<file path="config.mk">
export PLATFORM = sky130hd
export DESIGN_NAME = serializer_input
export DESIGN_NICKNAME = d
export VERILOG_FILES = /design/src/rtl/serializer_input.sv
export SDC_FILE = /design/constraint.sdc
export NUM_CORES = 1
export LEC_CHECK = 0
export BUFFER_PORTS_ARGS = -buffer_cell sky130_fd_sc_hd__buf_4
export CAP_MARGIN = 10
export CORE_ASPECT_RATIO = 1.25
export CORE_MARGIN = 2
export CORE_UTILIZATION = 33
export CTS_CLUSTER_DIAMETER = 60
export DETAILED_ROUTE_END_ITERATION = 7
export GPL_ROUTABILITY_DRIVEN = 0
export SLEW_MARGIN = 20
export SYNTH_ARGS = -nofsm -noshare
export SYNTH_HDL_FRONTEND = slang
export SYNTH_SLANG_ARGS = --single-unit
</file>
<file path="constraint.sdc">
create_clock -name clk_i -period 1.1 [get_ports clk_i]
set_input_delay 0.11 -clock clk_i [delete_from_list [all_inputs] [get_ports clk_i]]
set_output_delay 0.11 -clock clk_i [all_outputs]
set_load 0.005 [all_outputs]
</file>
<file path="src/rtl/serializer_input.sv">
// Parallel-in/serial-out converter: loads a WIDTH-bit word on start_i and shifts it out one bit per clock.
// Optional macro SERIALIZER_INPUT_PARITY_EN appends an even-parity bit to every frame.
module serializer_input #(
  parameter int WIDTH     = 8,
  parameter bit MSB_FIRST = 1'b1
) (
  input  logic             clk_i,
  input  logic             rst_i,
  input  logic             start_i,
  input  logic [WIDTH-1:0] data_i,
  output logic             data_o,
  output logic             ena_o
);

`ifdef SERIALIZER_INPUT_PARITY_EN
  localparam int FRAME_LEN = WIDTH + 1;
`else
  localparam int FRAME_LEN = WIDTH;
`endif
  localparam int CW = $clog2(WIDTH + 1);
  localparam logic [CW-1:0] LAST_IDX = CW'(FRAME_LEN - 1);

  typedef enum logic {
    IDLE  = 1'b0,
    SHIFT = 1'b1
  } state_t;

  state_t           r_state, w_state_next;
  logic [WIDTH-1:0] r_shift, w_shift_next;
  logic [CW-1:0]    r_cnt, w_cnt_next;
  logic             r_data, w_data_next;
  logic             r_ena, w_ena_next;

  logic             w_first_bit;
  logic             w_shift_bit;
  logic             w_next_bit;
  logic [WIDTH-1:0] w_load_shift;
  logic [WIDTH-1:0] w_adv_shift;

  // The shift register always holds the bits still to come, aligned so the next one sits at the output end.
  generate
    if (MSB_FIRST) begin : g_msb_first
      assign w_first_bit  = data_i[WIDTH-1];
      assign w_load_shift = {data_i[WIDTH-2:0], 1'b0};
      assign w_shift_bit  = r_shift[WIDTH-1];
      assign w_adv_shift  = {r_shift[WIDTH-2:0], 1'b0};
    end else begin : g_lsb_first
      assign w_first_bit  = data_i[0];
      assign w_load_shift = {1'b0, data_i[WIDTH-1:1]};
      assign w_shift_bit  = r_shift[0];
      assign w_adv_shift  = {1'b0, r_shift[WIDTH-1:1]};
    end
  endgenerate

`ifdef SERIALIZER_INPUT_PARITY_EN
  logic r_parity, w_parity_next;
  assign w_next_bit = (r_cnt == CW'(WIDTH - 1)) ? r_parity : w_shift_bit;
`else
  assign w_next_bit = w_shift_bit;
`endif

  always_comb begin
    w_state_next = r_state;
    w_shift_next = r_shift;
    w_cnt_next   = r_cnt;
    w_data_next  = 1'b0;
    w_ena_next   = 1'b0;
`ifdef SERIALIZER_INPUT_PARITY_EN
    w_parity_next = r_parity;
`endif
    unique case (r_state)
      IDLE: begin
        if (start_i) begin
          w_state_next = SHIFT;
          w_shift_next = w_load_shift;
          w_cnt_next   = '0;
          w_data_next  = w_first_bit;
          w_ena_next   = 1'b1;
`ifdef SERIALIZER_INPUT_PARITY_EN
          w_parity_next = ^data_i;
`endif
        end
      end
      SHIFT: begin
        if (r_cnt != LAST_IDX) begin
          w_shift_next = w_adv_shift;
          w_cnt_next   = r_cnt + CW'(1);
          w_data_next  = w_next_bit;
          w_ena_next   = 1'b1;
        end else if (start_i) begin
          // Last bit on the line: a new start chains the next frame with no gap.
          w_shift_next = w_load_shift;
          w_cnt_next   = '0;
          w_data_next  = w_first_bit;
          w_ena_next   = 1'b1;
`ifdef SERIALIZER_INPUT_PARITY_EN
          w_parity_next = ^data_i;
`endif
        end else begin
          w_state_next = IDLE;
          w_shift_next = '0;
          w_cnt_next   = '0;
        end
      end
      default: begin
        w_state_next = IDLE;
        w_shift_next = '0;
        w_cnt_next   = '0;
      end
    endcase
  end

  always_ff @(posedge clk_i) begin
    if (!rst_i) begin
      r_state <= IDLE;
      r_shift <= '0;
      r_cnt   <= '0;
      r_data  <= 1'b0;
      r_ena   <= 1'b0;
`ifdef SERIALIZER_INPUT_PARITY_EN
      r_parity <= 1'b0;
`endif
    end else begin
      r_state <= w_state_next;
      r_shift <= w_shift_next;
      r_cnt   <= w_cnt_next;
      r_data  <= w_data_next;
      r_ena   <= w_ena_next;
`ifdef SERIALIZER_INPUT_PARITY_EN
      r_parity <= w_parity_next;
`endif
    end
  end

  assign data_o = r_data;
  assign ena_o  = r_ena;

endmodule

</file>
==> results of run 1 <==
## sequential cells by signal (all words and copies together) (netlist names)
signal / flops
data_o: 1
ena_o: 1
r_cnt: 4
r_shift: 7
## worst register-to-register path, cell delays in order, from the launching register on
cell and delay [ns]:
dfxtp_2 0.36, ha_4 0.21, nand3b_4 0.12, a32oi_1 0.18, a21oi_1 0.09
## stage by stage
stage	setup slack (ns)	cells	hold WS [ns]
after floorplan	0.00150	72	0.278
after global placement	-0.0183	102	0.439
after detailed placement	-0.0501	102	0.443
after CTS	-0.0185	110	0.158
after global routing	-0.0521	110	0.175
final	0.0125	110	0.155
## power by group through the flow
stage	clock network (mW)	registers (mW)	logic, mW
6_report	0.309	0.514	0.150
3_5_place_dp	0	0.523	0.140
5_1_grt	0.328	0.517	0.167
4_1_cts	0.304	0.513	0.143
3_3_place_gp	0	0.523	0.138
2_1_floorplan	0	0.516	0.0831
## worst max-delay path by stage
| stage | end | slack, ns | depth (start not counted) | start |
|---|---|---|---|---|
| 5_1_grt | r_cnt[2]$_SDFFE_PN0P_ | -0.05 | 4 | r_cnt[1]$_SDFFE_PN0P_ |
| 3_5_place_dp | r_shift[7]$_SDFFE_PN0P_ | -0.05 | 4 | r_cnt[1]$_SDFFE_PN0P_ |
| 3_3_place_gp | r_shift[3]$_SDFFE_PN0P_ | -0.02 | 4 | r_cnt[1]$_SDFFE_PN0P_ |
| 6_report | r_shift[2]$_SDFFE_PN0P_ | 0.01 | 4 | r_cnt[0]$_SDFFE_PN0P_ |
| 4_1_cts | r_shift[7]$_SDFFE_PN0P_ | -0.02 | 4 | r_cnt[0]$_SDFFE_PN0P_ |
| 2_1_floorplan | r_shift[2]$_SDFFE_PN0P_ | 0.001 | 5 | r_cnt[1]$_SDFFE_PN0P_ |
## metal layers
metal / GRT usage / vias to the layer above / share of wire
met5: 0 / - / 0
met4: 0.106 / 0 / 0.021
met3: 0.0307 / 4 / 0.063
met2: 0.234 / 18 / 0.47
met1: 0.171 / 282 / 0.45
li1: - / 308 / -
## cells by family after synthesis
group,synth area share
AO/OA/AOI/OAI,0.289
adder cells (fa/ha/maj),0.0197
buffers and inverters,0.0649
flip-flops,0.409
AND/OR/NAND/NOR,0.217
## placed cells by master, fill, tap and decap left out, drive strengths merged
cell	synthesis	final
buf	5	18
dfxtp	13	13
a21oi	12	12
nand2	11	11
a21o	8	8
nand3b	4	7
a32oi	6	6
clkbuf	1	4
nor2	3	3
inv	1	1
nand3	1	1
and2b	1	1
o21ai	1	1
and3	1	1
nand4b	1	1
a31oi	1	1
nor3b	1	1
ha	1	1
## area by class of cell
class / instances / area, µm²
fill: 181 / 912
multi-input combinational: 55 / 420
sequential: 13 / 265
timing repair buffer: 18 / 135
clock buffer: 4 / 26.3
tap: 19 / 23.8
inverter: 1 / 3.75
## repair_timing
action                                  4_1_cts  5_1_grt
pin swaps                                     4       11
buffers inserted                              1        0
endpoints found under the setup margin        9       10
gates resized for setup                       4        5
gates cloned                                  3        0
==> summary.md, run 1 <==
| Metric | Value |
|---|---|
| H-tree depth | 1 |
| WHS Path Cells | 4 |
| Internal power | 716 µW |
| Critical Path RT | 1.25 ns |
| Ys flop type | dfxtp_1 |
| Worst-path clk slew | 0.09 ns |
| I/O Pins | 13 |
| Drt drc | 0 |
| First-pass DRT Iterations | 4 |
| Syn Area/Cell | 8.83 µm² |
| Max clock buf depth | 2 |
| Clk pwr share | 0.317 |
| Synth top area cells | dfxtp_1, a21oi_1, a21o_1 |
| Asr flop ratio synth | 0 |
| Chip height | 53.1 µm |
| Hold Crit Start | data_i[4] |
| FF+latch count, synth | 13 |
| Root buffer cell | clkbuf_4 |
| Die W | 43.3 µm |
| Worst-Margin Slew | 0.466 ns |
| Clock period minus worst slack | 1.09 ns |
| Utilization of the core after routing | 0.489 |
| Worst Path Buf+Inv | 0 |
| Yosys warns | 0 |
| Fin area | 875 µm² |
| CTS sink count | 13 |
| Setup_tns | 0 ns |
| Core Area | 1790 µm² |
| Hold crit path type | input port to register |
| Hold Vio Cnt, Final | 0 |
| FF-to-FF End | r_shift[2]$_SDFFE_PN0P_ |
| Syn Std Cell Area | 636 µm² |
| Max_cap viols | 0 |
| Cells after Synth | 72 |
| Distinct cells, synth | 22 |
| Vias/cell | 5.56 |
| Setup-failing EPs final | 0 |
| Nets | 104 |
| Sequential cell fraction of total power | 0.529 |
| Fmax | 920 MHz |
| Initial drt markers | 12 |
| PnR Total Power | 973 µW |
| WS Path Type | register to register |
| Area grow syn2layout | 37.6% |
| Final WL | 1490 µm |
| Dpl cell area | 764 µm² |
| Via Count | 612 |
| GRT Total Usage | 0.147 |
| Congestion Overflow GR | 0 |
| Outcome | finished, final reports clean |
| Top cell type by total area after synthesis | dfxtp_1 |
| Routed Antenna Nets | 0 |
| Switching portion of total power | 0.264 |
| PortBufs | 12 |
| Setup crit end kind | register |
| DIE AREA | 2300 µm² |
| Count leader, synth | dfxtp_1 |
| Worst reg-to-reg path cell count | 4 |
| Vias in the first global route | 563 |
| Synth top area share | 0.409 |
| Post-synth net total | 84 |
| First-pass GRT wire length | 2490 µm |
| Unrepaired setup endpoints after global routing | true |
| Reg-to-Reg Start | r_cnt[0]$_SDFFE_PN0P_ |
| Combinational Power Share | 0.154 |
| Setup Skew | 0.00364 ns |
| Initial antenna violation count | 0 |
| Pin count of the biggest net entering global routing | 14 |
| Post-synthesis sequential area ratio | 0.409 |
| Final Slew Violations | 0 |
| Critical-path cell list | ha_4, nand3b_4, a32oi_1, a21oi_1 |
| CTS tree | yes |
| Hold endpoint | r_shift[5]$_SDFFE_PN0P_ |
| Total CTS buffers | 3 |
| Ant diodes | 0 |
| WL/cell | 13.5 µm |
| Number of flops mapped to enable cells by yosys | 0 |
| Period utilisation layout | 0.989 |
| P_leak | 0.451 nW |
| Starting density of the core | 0.356 |
| Switching power | 257 µW |
| Rel. slew slack | 0.689 |
| Power Density | 1110 nW/µm² |
| CP Data Arrival Time | 1.24 ns |
| CP max FO | 6 |
| Site row count | 17 |
| Clk Latency, worst-skew pair | 0.28 ns |
| Crit path max-delay family | flip-flops |
| Worst path max stage delay | 0.36 ns |
| Detailed placer's ending HPWL | 901 µm |
| Internal reg-to-reg setup slack | 0.01 ns |
| Ratio of cells with drive above 1 in the final layout | 0.385 |
| Peak supply drop | 562 µV |
| Post-synth top cells | dfxtp_1, a21oi_1, nand2_1, a21o_1, a32oi_1 |
| Crit path max-delay cell type | dfxtp_2 |
| # hold bufs at CTS | 0 |
| CP startpoint kind | register |
Power figures use the tool's default switching activity.
==> inputs of run 2 (changes only) <==
==> constraint.sdc (replaced) <==
create_clock -name clk_i -period 1.1 [get_ports clk_i]
set_input_delay 0.165 -clock clk_i [delete_from_list [all_inputs] [get_ports clk_i]]
set_output_delay 0.165 -clock clk_i [all_outputs]
set_load 0.005 [all_outputs]
==> run 2 against run 1 <==
The run now ends with setup timing left. Worst setup slack worse by 0.040 ns. Die area stayed put. Sequential cell count stayed put. First-iteration DRC count is 8.3% lower. Sequential power hardly changed. Register-to-register slack worse by 0.04 ns. Wire length is 3.9% higher. Combinational power hardly changed. Clock-buffer cell count stayed put. Fmax is 3.6% lower. Hold slack better by 0.056 ns. Clock power is 4% lower.
==> summary.md, run 2 (same netlist as run 1, synthesis figures left out) <==
| Metric | Value |
|---|---|
| Outcome | finished with violations |
| Failing checks | setup timing |
| Starting density of the core | 0.356 (unchanged) |
| Pin count of the biggest net entering global routing | 14 (unchanged) |
| Total CTS buffers | 3 (unchanged) |
| Final WL | 1540 µm (+3.9%) |
| First-pass GRT wire length | 2410 µm (-3.3%) |
| Max reg flops | 7 (unchanged) |
| Initial antenna violation count | 0 (unchanged) |
| Site row count | 17 (unchanged) |
| DIE AREA | 2300 µm² (unchanged) |
| CP max FO | 6 (unchanged) |
| Crit path max-delay cell type | dfxtp_2 |
| CTS tree | yes |
| Clk Latency, worst-skew pair | 0.27 ns (about the same) |
| Vias/cell | 5.43 (-2.5%) |
| First-pass DRT Iterations | 5 (+1) |
| Detailed placer's ending HPWL | 901 µm (unchanged) |
| Rel. slew slack | 0.718 (+0.0293) |
| CTS sink count | 13 (unchanged) |
| Initial drt markers | 11 (-1) |
| Setup Skew | 0.00818 ns (+0.00454 ns) |
| Internal reg-to-reg setup slack | -0.03 ns (-0.04 ns) |
| Max_cap viols | 0 (unchanged) |
| Die W | 43.3 µm (unchanged) |
| Worst-path clk slew | 0.09 ns (about the same) |
| Switching power | 245 µW (-4.6%) |
| GRT Total Usage | 0.140 (-0.00708) |
| PnR worst setup slack | -0.0280 ns (-0.0405 ns) |
| Root buffer cell | clkbuf_4 |
| I/O Pins | 13 (unchanged) |
| WL/cell | 14.0 µm (+3.9%) |
| Worst-Margin Slew | 0.423 ns (-0.0438 ns) |
| Crit path max-delay family | flip-flops |
| Hold Vio Cnt, Final | 0 (unchanged) |
| Chip height | 53.1 µm (unchanged) |
| Area grow syn2layout | 37.4% |
| Utilization of the core after routing | 0.489 (-0.000700) |
| Routed Antenna Nets | 0 (unchanged) |
| Hold crit path type | input port to register |
| Setup crit end kind | register |
| P_leak | 0.449 nW (-0.27%) |
| Leading cell types in the layout, fill and taps excluded | buf_4, nand2_1, a21oi_1 |
| Peak supply drop | 550 µV (-2.1%) |
| Critical-path cell list | ha_4, nand3b_4, a32oi_1, a21oi_1 |
| DP Worst Slack | -0.0501 ns (unchanged) |
| Critical Path RT | 1.25 ns (about the same) |
| Period utilisation layout | 1.03 (+0.0368) |
| Biggest register | r_shift |
| Worst path max stage delay | 0.37 ns (about the same) |
| Unrepaired setup endpoints after global routing | true |
| Sequential cell fraction of total power | 0.535 (+0.006) |
| Final Slew Violations | 0 (unchanged) |
| PortBufs | 12 (unchanged) |
| Clock period minus worst slack | 1.13 ns (+0.0405 ns) |
| WS Path Type | register to register |
| Ratio of cells with drive above 1 in the final layout | 0.374 (-0.0110) |
| Vias in the first global route | 533 (-5.3%) |
| Fmax | 887 MHz (-3.6%) |
| Max clock buf depth | 2 (unchanged) |
| CP startpoint kind | register |
| H-tree depth | 1 (unchanged) |
| Core Area | 1790 µm² (unchanged) |
| Combinational Power Share | 0.155 (about the same) |
| Ant diodes | 0 (unchanged) |
| CP Data Arrival Time | 1.28 ns (+0.04 ns) |
| Most common cell after layout, fill and taps aside | buf_4 |
| Internal power | 715 µW (-0.16%) |
| Congestion Overflow GR | 0 (unchanged) |
| # hold bufs at CTS | 0 (unchanged) |
| Clk pwr share | 0.310 (-0.007) |
| Worst Path Buf+Inv | 0 (unchanged) |
| Switching portion of total power | 0.255 (-0.00872) |
| Nets | 104 (unchanged) |
| Drt drc | 0 (unchanged) |
| Setup-failing EPs final | 6 (+6) |
| Power Density | 1100 nW/µm² (-1.2%) |
| WHS | 0.212 ns (+0.0564 ns) |
| Via Count | 597 (-2.5%) |
| Top flop regs | r_shift: 7 flops, r_cnt: 4 flops |
[run 2: cell count changes in the layout (fill, tap and decap cells not counted)]
cell | before | now
dfxtp_4 | 0 | 1
a32oi_2 | 2 | 1
dfxtp_2 | 4 | 3
buf_4 | 18 | 17
buf_6 | 0 | 1
a32oi_1 | 4 | 5
[run 2: per-stage QoR]
step / TNS, ns / std cells / instance area, µm² / power (mW)
floorplan: 0 / 72 / 651 / 0.599
CTS: 0 / 108 / 820 / 0.959
detailed placement: -0.284 / 102 / 764 / 0.663
global placement: -0.0862 / 102 / 764 / 0.661
finish: -0.120 / 110 / 873 / 0.960
global route: -0.561 / 110 / 873 / 1.01
[run 2: worst paths after layout]
kind                                         startpoint                 endpoint  depth (start not counted)
worst max register to register    r_cnt[0]$_SDFFE_PN0P_  r_shift[7]$_SDFFE_PN0P_                          4
worst max-delay path              r_cnt[0]$_SDFFE_PN0P_  r_shift[7]$_SDFFE_PN0P_                          4
worst min-delay path                            start_i         ena_o$_SDFF_PN0_                          3
worst min register to register  r_shift[1]$_SDFFE_PN0P_  r_shift[1]$_SDFFE_PN0P_                          2
[run 2: power groups by stage]
stage | Clock [mW] | Sequential (mW) | Combinational [mW]
detailed placement | 0 | 0.523 | 0.140
finish | 0.298 | 0.513 | 0.149
floorplan | 0 | 0.516 | 0.0831
global placement | 0 | 0.523 | 0.138
global route | 0.324 | 0.516 | 0.166
CTS | 0.304 | 0.512 | 0.142
[run 2: layer usage]
| layer | vias to the layer above | share of wire | GRT usage |
|---|---|---|---|
| met4 | 0 | 0.010 | 0.0909 |
| met3 | 2 | 0.051 | 0.0307 |
| li1 | 306 | - | - |
| met2 | 14 | 0.47 | 0.211 |
| met1 | 275 | 0.47 | 0.176 |
| met5 | - | 0 | 0 |
[run 2: repair_timing]
action	4_1_cts	5_1_grt
pin swaps	1	7
resized for setup	2	8
buffers inserted	1	0
endpoints found under the setup margin	9	11
gates cloned	1	2
[run 2: area by class of cell]
| cell class | instances | area, µm² |
|---|---|---|
| Sequential cell | 13 | 268 |
| Multi-Input combinational cell | 55 | 413 |
| Clock buffer | 4 | 26.3 |
| Timing Repair Buffer | 18 | 139 |
| Tap cell | 19 | 23.8 |
| Fill cell | 184 | 913 |
| Inverter | 1 | 3.75 |
[run 2: worst reg2reg max path: cells and delay by family, from the launching register on]
kind	cells	cell delay [ns]
DFF	1	0.37
AOI/OAI and AO/OA	2	0.29
and+or+nand+nor	1	0.13
adders and majority gates	1	0.22
